<file path="src/rtl/picorv_stream_pkg.sv">
// Shared constants for the RISC-V tile stream ports: default word width,
// memory-mapped offsets and STATUS register layout.
package picorv_stream_pkg;

  localparam int DEFAULT_DATA_WIDTH = 32;

  localparam logic [31:0] STREAM_DATA_OFFSET   = 32'h0;
  localparam logic [31:0] STREAM_STATUS_OFFSET = 32'h4;

  localparam int STATUS_AVAIL_BIT     = 0;
  localparam int STATUS_UNDERFLOW_BIT = 1;
  localparam int STATUS_COUNT_LSB     = 8;
  localparam int STATUS_COUNT_MSB     = 15;

  // Assembles the STATUS word as the core sees it when polling the port.
  function automatic logic [31:0] pack_status(input logic       avail,
                                              input logic       underflow,
                                              input logic [7:0] count);
    logic [31:0] word;
    word                                        = '0;
    word[STATUS_AVAIL_BIT]                      = avail;
    word[STATUS_UNDERFLOW_BIT]                  = underflow;
    word[STATUS_COUNT_MSB:STATUS_COUNT_LSB]     = count;
    return word;
  endfunction

endpackage

</file>
<file path="src/rtl/producer2riscv_if.sv">
// Upstream valid/ready stream plus the memory-decoder pop/response bundle.
interface producer2riscv_if #(
  parameter int DATA_WIDTH = picorv_stream_pkg::DEFAULT_DATA_WIDTH,
  parameter int DEPTH      = 4,
  parameter int CNT_W      = $clog2(DEPTH) + 1
);

  logic [DATA_WIDTH-1:0] din;
  logic                  val_in;
  logic                  ready_upward;
  logic                  rd_req;
  logic                  rd_ack;
  logic [DATA_WIDTH-1:0] rd_data;
  logic                  rd_avail;
  logic [CNT_W-1:0]      count;
  logic                  underflow;
  logic                  clr_underflow;

  modport slave (
    input  din, val_in, rd_req, clr_underflow,
    output ready_upward, rd_ack, rd_data, rd_avail, count, underflow
  );

  modport master (
    output din, val_in, rd_req, clr_underflow,
    input  ready_upward, rd_ack, rd_data, rd_avail, count, underflow
  );

endinterface

</file>
<file path="src/rtl/stream_fifo_ram.sv">
// FIFO storage: one write port and a registered read port whose output
// register can be synchronously cleared (reset or underflowing pop).
module stream_fifo_ram #(
  parameter  int DATA_WIDTH = 32,
  parameter  int DEPTH      = 4,
  localparam int ADDR_W     = $clog2(DEPTH)
) (
  input  logic                  clk,
  input  logic                  we,
  input  logic [ADDR_W-1:0]     waddr,
  input  logic [DATA_WIDTH-1:0] wdata,
  input  logic                  re,
  input  logic [ADDR_W-1:0]     raddr,
  input  logic                  clr,
  output logic [DATA_WIDTH-1:0] rdata
);

  logic [DATA_WIDTH-1:0] mem_q [DEPTH];
  logic [DATA_WIDTH-1:0] rd_data_d, rd_data_q;

  // NOTE: every always_comb output gets a default first so no path leaves it unassigned (no latch).
  always_comb begin
    rd_data_d = rd_data_q;
    if (clr) begin
      rd_data_d = '0;
    end else if (re) begin
      rd_data_d = mem_q[raddr];
    end
  end

  // NOTE: the storage array is deliberately not reset; occupancy is tracked by the pointers and count.
  always_ff @(posedge clk) begin
    if (we) begin
      mem_q[waddr] <= wdata;
    end
  end

  // NOTE: sequential state uses non-blocking assignments so all flops update from pre-edge values.
  always_ff @(posedge clk) begin
    rd_data_q <= rd_data_d;
  end

  assign rdata = rd_data_q;

endmodule

</file>
<file path="src/rtl/producer2riscv.sv">
// Inbound stream port: buffers producer words in a small FIFO and answers
// one-cycle pop requests from the memory decoder with a registered response.
module producer2riscv
  import picorv_stream_pkg::*;
#(
  parameter int DATA_WIDTH = DEFAULT_DATA_WIDTH,
  parameter int DEPTH      = 4,
  parameter int CNT_W      = $clog2(DEPTH) + 1
) (
  input logic             clk,
  input logic             reset,
  producer2riscv_if.slave bus
);

  localparam int               PTR_W     = $clog2(DEPTH);
  localparam logic [CNT_W-1:0] CNT_ONE   = CNT_W'(1);
  localparam logic [CNT_W-1:0] CNT_FULL  = CNT_W'(DEPTH);
  localparam logic [PTR_W-1:0] PTR_ONE   = PTR_W'(1);

  logic [PTR_W-1:0] wr_ptr_d, wr_ptr_q;
  logic [PTR_W-1:0] rd_ptr_d, rd_ptr_q;
  logic [CNT_W-1:0] count_d, count_q;
  logic             rd_ack_d, rd_ack_q;
  logic             underflow_d, underflow_q;

  logic ready;
  logic empty;
  logic push;
  logic pop_ok;
  logic pop_empty;

  // No bypass: a full FIFO stays not-ready even when a pop lands in the same cycle.
  assign ready     = !reset && (count_q != CNT_FULL);
  assign empty     = (count_q == '0);
  assign push      = bus.val_in && ready;
  assign pop_ok    = bus.rd_req && !empty;
  assign pop_empty = bus.rd_req && empty;

  always_comb begin
    wr_ptr_d    = wr_ptr_q;
    rd_ptr_d    = rd_ptr_q;
    count_d     = count_q;
    rd_ack_d    = bus.rd_req;
    underflow_d = underflow_q;

    if (push) begin
      wr_ptr_d = wr_ptr_q + PTR_ONE;
    end
    if (pop_ok) begin
      rd_ptr_d = rd_ptr_q + PTR_ONE;
    end

    unique case ({push, pop_ok})
      2'b10:   count_d = count_q + CNT_ONE;
      2'b01:   count_d = count_q - CNT_ONE;
      default: count_d = count_q;
    endcase

    // Clearing wins over a same-cycle underflowing pop.
    if (bus.clr_underflow) begin
      underflow_d = 1'b0;
    end else if (pop_empty) begin
      underflow_d = 1'b1;
    end
  end

  always_ff @(posedge clk) begin
    if (reset) begin
      wr_ptr_q    <= '0;
      rd_ptr_q    <= '0;
      count_q     <= '0;
      rd_ack_q    <= 1'b0;
      underflow_q <= 1'b0;
    end else begin
      wr_ptr_q    <= wr_ptr_d;
      rd_ptr_q    <= rd_ptr_d;
      count_q     <= count_d;
      rd_ack_q    <= rd_ack_d;
      underflow_q <= underflow_d;
    end
  end

  stream_fifo_ram #(
    .DATA_WIDTH (DATA_WIDTH),
    .DEPTH      (DEPTH)
  ) u_ram (
    .clk   (clk),
    .we    (push),
    .waddr (wr_ptr_q),
    .wdata (bus.din),
    .re    (pop_ok),
    .raddr (rd_ptr_q),
    .clr   (reset || pop_empty),
    .rdata (bus.rd_data)
  );

  assign bus.ready_upward = ready;
  assign bus.rd_ack       = rd_ack_q;
  assign bus.rd_avail     = !empty;
  assign bus.count        = count_q;
  assign bus.underflow    = underflow_q;

endmodule

</file>
<file path="src/flat_wrapper.sv">
// flat-port wrapper written by rule: the top's interface ports become plain ports
module producer2riscv_flat import picorv_stream_pkg::*;
#(
  parameter int DATA_WIDTH = DEFAULT_DATA_WIDTH,
  parameter int DEPTH      = 4,
  parameter int CNT_W      = $clog2(DEPTH) + 1
)
  (clk, reset, bus_din, bus_val_in, bus_rd_req, bus_clr_underflow, bus_ready_upward, bus_rd_ack, bus_rd_data, bus_rd_avail, bus_count, bus_underflow);
  producer2riscv_if #(.DATA_WIDTH(DATA_WIDTH), .DEPTH(DEPTH), .CNT_W(CNT_W)) bus_i ();
  input logic clk;
  input logic reset;
  input wire logic [$bits(bus_i.din)-1:0] bus_din;
  input wire logic [$bits(bus_i.val_in)-1:0] bus_val_in;
  input wire logic [$bits(bus_i.rd_req)-1:0] bus_rd_req;
  input wire logic [$bits(bus_i.clr_underflow)-1:0] bus_clr_underflow;
  output wire logic [$bits(bus_i.ready_upward)-1:0] bus_ready_upward;
  output wire logic [$bits(bus_i.rd_ack)-1:0] bus_rd_ack;
  output wire logic [$bits(bus_i.rd_data)-1:0] bus_rd_data;
  output wire logic [$bits(bus_i.rd_avail)-1:0] bus_rd_avail;
  output wire logic [$bits(bus_i.count)-1:0] bus_count;
  output wire logic [$bits(bus_i.underflow)-1:0] bus_underflow;
  assign bus_i.din = bus_din;
  assign bus_i.val_in = bus_val_in;
  assign bus_i.rd_req = bus_rd_req;
  assign bus_i.clr_underflow = bus_clr_underflow;
  assign bus_ready_upward = bus_i.ready_upward;
  assign bus_rd_ack = bus_i.rd_ack;
  assign bus_rd_data = bus_i.rd_data;
  assign bus_rd_avail = bus_i.rd_avail;
  assign bus_count = bus_i.count;
  assign bus_underflow = bus_i.underflow;
  producer2riscv #(.DATA_WIDTH(DATA_WIDTH), .DEPTH(DEPTH), .CNT_W(CNT_W)) u_core (.clk(clk), .reset(reset), .bus(bus_i));
endmodule
</file>
<file path="config.mk">
export PLATFORM = sky130hd
export DESIGN_NAME = producer2riscv_flat
export DESIGN_NICKNAME = d
export VERILOG_FILES = /design/src/rtl/picorv_stream_pkg.sv /design/src/rtl/producer2riscv_if.sv /design/src/rtl/stream_fifo_ram.sv /design/src/rtl/producer2riscv.sv /design/src/flat_wrapper.sv
export SDC_FILE = /design/constraint.sdc
export NUM_CORES = 1
export LEC_CHECK = 0
export ABC_AREA = 0
export CAP_MARGIN = 5
export CORE_UTILIZATION = 49
export DETAILED_ROUTE_END_ITERATION = 8
export GPL_TIMING_DRIVEN = 0
export PLACE_DENSITY = 0.75
export SLEW_MARGIN = 0
export SYNTH_ARGS = -nofsm -noshare
export SYNTH_HDL_FRONTEND = slang
export SYNTH_SLANG_ARGS = --single-unit
</file>
<file path="constraint.sdc">
create_clock -name clk -period 1.9 [get_ports clk]
set_clock_uncertainty 0.05 [all_clocks]
set_input_delay 0.285 -clock clk [delete_from_list [all_inputs] [get_ports clk]]
set_output_delay 0.285 -clock clk [all_outputs]
set_load 0.01 [all_outputs]
</file>
==> impl_metrics.env <==
export IMPL_status="finished with violations"
export IMPL_violations="negative setup slack"
export IMPL_place_congestion=0.667
export IMPL_relSlewSlack=0.382
export IMPL_yosysUniqueCellTypes=26
export IMPL_drt_iter0_drc=132
export IMPL_yosysWarnings=0
export IMPL_cts_htree_levels=4
export IMPL_total_power_mw=9.56
export IMPL_holdBufCountCts=0
export IMPL_synth_xor_area_frac=0.00574
export IMPL_area_growth_pct=26.3
export IMPL_root_buffer="clkbuf_16"
export IMPL_max_clock_freq_mhz=486
export IMPL_fp_row_count=40
export IMPL_via_count=3061
export IMPL_core_sq_um=12100
export IMPL_final_common_cell="edfxtp_1"
export IMPL_pin_count=76
export IMPL_grt_overflow_total=0
export IMPL_hold_viol=0
export IMPL_synth_seq_cells=169
export IMPL_finalSetupViolCount=131
export IMPL_wl_per_cell_microns=18.8
export IMPL_power_density_nw_per_um2=1240
export IMPL_n_fill_cell=876
export IMPL_final_area_sq_um=7700
export IMPL_initial_utilization=0.506
export IMPL_synth_simple_area_share=0.0181
export IMPL_worst_hold_slack_ps=351
export IMPL_slowest_delay_ps=820
export IMPL_cp_required_ps=1890
export IMPL_antenna_left=0
export IMPL_worstSkewPairLatency_ps=430
export IMPL_irDropWorstVdd_mv=0.681
export IMPL_clock_path_buffers=2
export IMPL_synth_mux_area_frac=0.124
export IMPL_place_ws_ps=-503
export IMPL_grt_start_max_net_pins=33
export IMPL_p_leak_nw=2.62
export IMPL_timing_final_crit_share=1.08
export IMPL_hpwl_microns=6200
export IMPL_synth_compound_area_frac=0.0519
export IMPL_grt_pass1_wl_microns=17000
export IMPL_clock_sinks=169
export IMPL_cpMostUsedCell="nor3b_4"
export IMPL_critPathTopFamily="simple AND/OR/NAND/NOR gates"
export IMPL_dr_pass1_iters=4
export IMPL_fin_crit_ps=2060
export IMPL_maxSlewViolCount=0
export IMPL_maxCapViolCount=0
export IMPL_antenna_found_initial=0
export IMPL_die_w_microns=114
export IMPL_layout_common_cells="edfxtp_1 (128), clkdlybuf4s50_1 (72), dfxtp_1 (38)"
export IMPL_rsz0062_at_grt="yes"
export IMPL_end_kind="flop"
export IMPL_hold_class="in -> reg"
export IMPL_place_area_sq_um=7100
export IMPL_drc=0
export IMPL_path_buf_inv=0
export IMPL_critical_path_cell_chain="nor3b_4 > nor3b_4 > and2_2"
export IMPL_synth_top_family_by_area="multiplexers"
export IMPL_crit_path_max_fanout=32
export IMPL_cp_arrival_ps=2050
export IMPL_syn_nets=338
export IMPL_antennaDiodeCount=0
export IMPL_criticalPathCategory="reg -> reg"
export IMPL_cts_clk_slew_worst_paths_ps=60
export IMPL_final_setup_tns_ps=-16060
export IMPL_postSynthCellCount=295
export IMPL_first_global_vias=3244
export IMPL_syn_avg_cell_area_sq_um=20.7
export IMPL_fin_nets=441
export IMPL_slowest_stage="and2_2"
export IMPL_grtUsageTotal=0.187
export IMPL_yosysSeqAreaShare=0.765
export IMPL_viasPerCell=5.29
export IMPL_setup_ws_ps=-159
export IMPL_syn_area_sq_um=6100
export IMPL_cts_tree="built"
export IMPL_io_buffer_count=75
export IMPL_startpoint_type="flop"
export IMPL_drive_gt1_frac=0.229
export IMPL_synthAdderAreaFrac=0.0135
export IMPL_cts_inserted_buffers=17
export IMPL_die_area_sq_um=12900
export IMPL_drt_total_wl_microns=10900
export IMPL_die_h_microns=114
export IMPL_worst_pin_slew_ps=928
[registers in the layout (all words and copies together), names as in the netlist]
name / flops
u_core.rd_ptr_q: 2
u_core.bus.count: 3
u_core.bus.underflow: 1
u_core.bus.rd_ack: 1
u_core.u_ram.rdata: 32
u_core.u_ram.mem_q: 128
u_core.wr_ptr_q: 2
[kinds of logic after synthesis]
family,count (synthesis)
buffers and inverters,24
AOI/OAI and AO/OA,38
xor gates and xnor gates,4
and+or+nand+nor,20
DFF,169
adders and majority gates,6
muxes,34
[report_power, final]
| part | internal (mW) | switching, mW |
|---|---|---|
| clock | 1.68 | 1.31 |
| sequential | 4.34 | 0.153 |
| combinational | 1.17 | 0.916 |
[path summary, 6_finish.rpt]
kind,from,end,slack (ps),depth (start not counted)
max reg2reg,u_core.bus.count[2],u_core.u_ram.mem_q[3][29],-160,3
min reg2reg,u_core.u_ram.rdata[1],u_core.u_ram.rdata[1],430,1
max,u_core.bus.count[2],u_core.u_ram.mem_q[3][29],-160,3
min,bus_clr_underflow,u_core.bus.underflow,350,2
[metal layers]
metal	vias to the layer above	global-route usage	wire (microns)
li1	1402	-	-
met1	1557	0.218	4500
met2	87	0.312	5610
met3	15	0.0691	626
met4	0	0.0825	158
met5	-	0	0
[metrics by stage]
stage	cells	util
after global placement	538	0.588
final	579	0.639
after floorplan	295	-
after CTS	577	0.636
after global routing	579	0.639
after detailed placement	538	0.588
[synth_stat cells]
master / count / area, sq um
mux2i_1: 1 / 10.0
and2_1: 4 / 25.0
edfxtp_1: 128 / 3840
mux2_2: 1 / 11.3
nor3b_2: 1 / 12.5
nor2_1: 8 / 30.0
a21oi_1: 3 / 15.0
nor3_1: 2 / 10.0
or3_1: 1 / 6.26
mux4_2: 28 / 631
dfxtp_1: 41 / 821
o31ai_1: 1 / 7.51
buf_2: 11 / 55.1
nor3b_1: 1 / 7.51
buf_6: 4 / 45.0
mux4_1: 4 / 105
nor2b_1: 2 / 12.5
a22o_1: 32 / 280
fa_1: 1 / 20.0
o21ai_0: 1 / 5.00
inv_1: 8 / 30.0
o311ai_0: 1 / 8.76
xor2_1: 4 / 35.0
nand2b_1: 1 / 6.26
ha_1: 5 / 62.6
clkbuf_1: 1 / 3.75
[what timing repair did]
action,4_1_cts,5_1_grt
setup endpoints to repair,132,132
pin swaps,6,3
setup buffers,8,2
resized for setup,7,3
[layout make-up]
| class | instances | area [sq um] | share of cell area |
|---|---|---|---|
| sequential | 169 | 4680 | 0.607 |
| multi-input combinational | 102 | 1360 | 0.176 |
| timing repair buffer | 84 | 818 | 0.106 |
| clock buffer | 22 | 454 | 0.0589 |
| tap | 168 | 210 | 0.0273 |
| buffer | 16 | 106 | 0.0138 |
| clock inverter | 10 | 55.1 | 0.00715 |
| inverter | 8 | 30.0 | 0.00390 |
No activity file was read; power rests on OpenSTA's default activity.
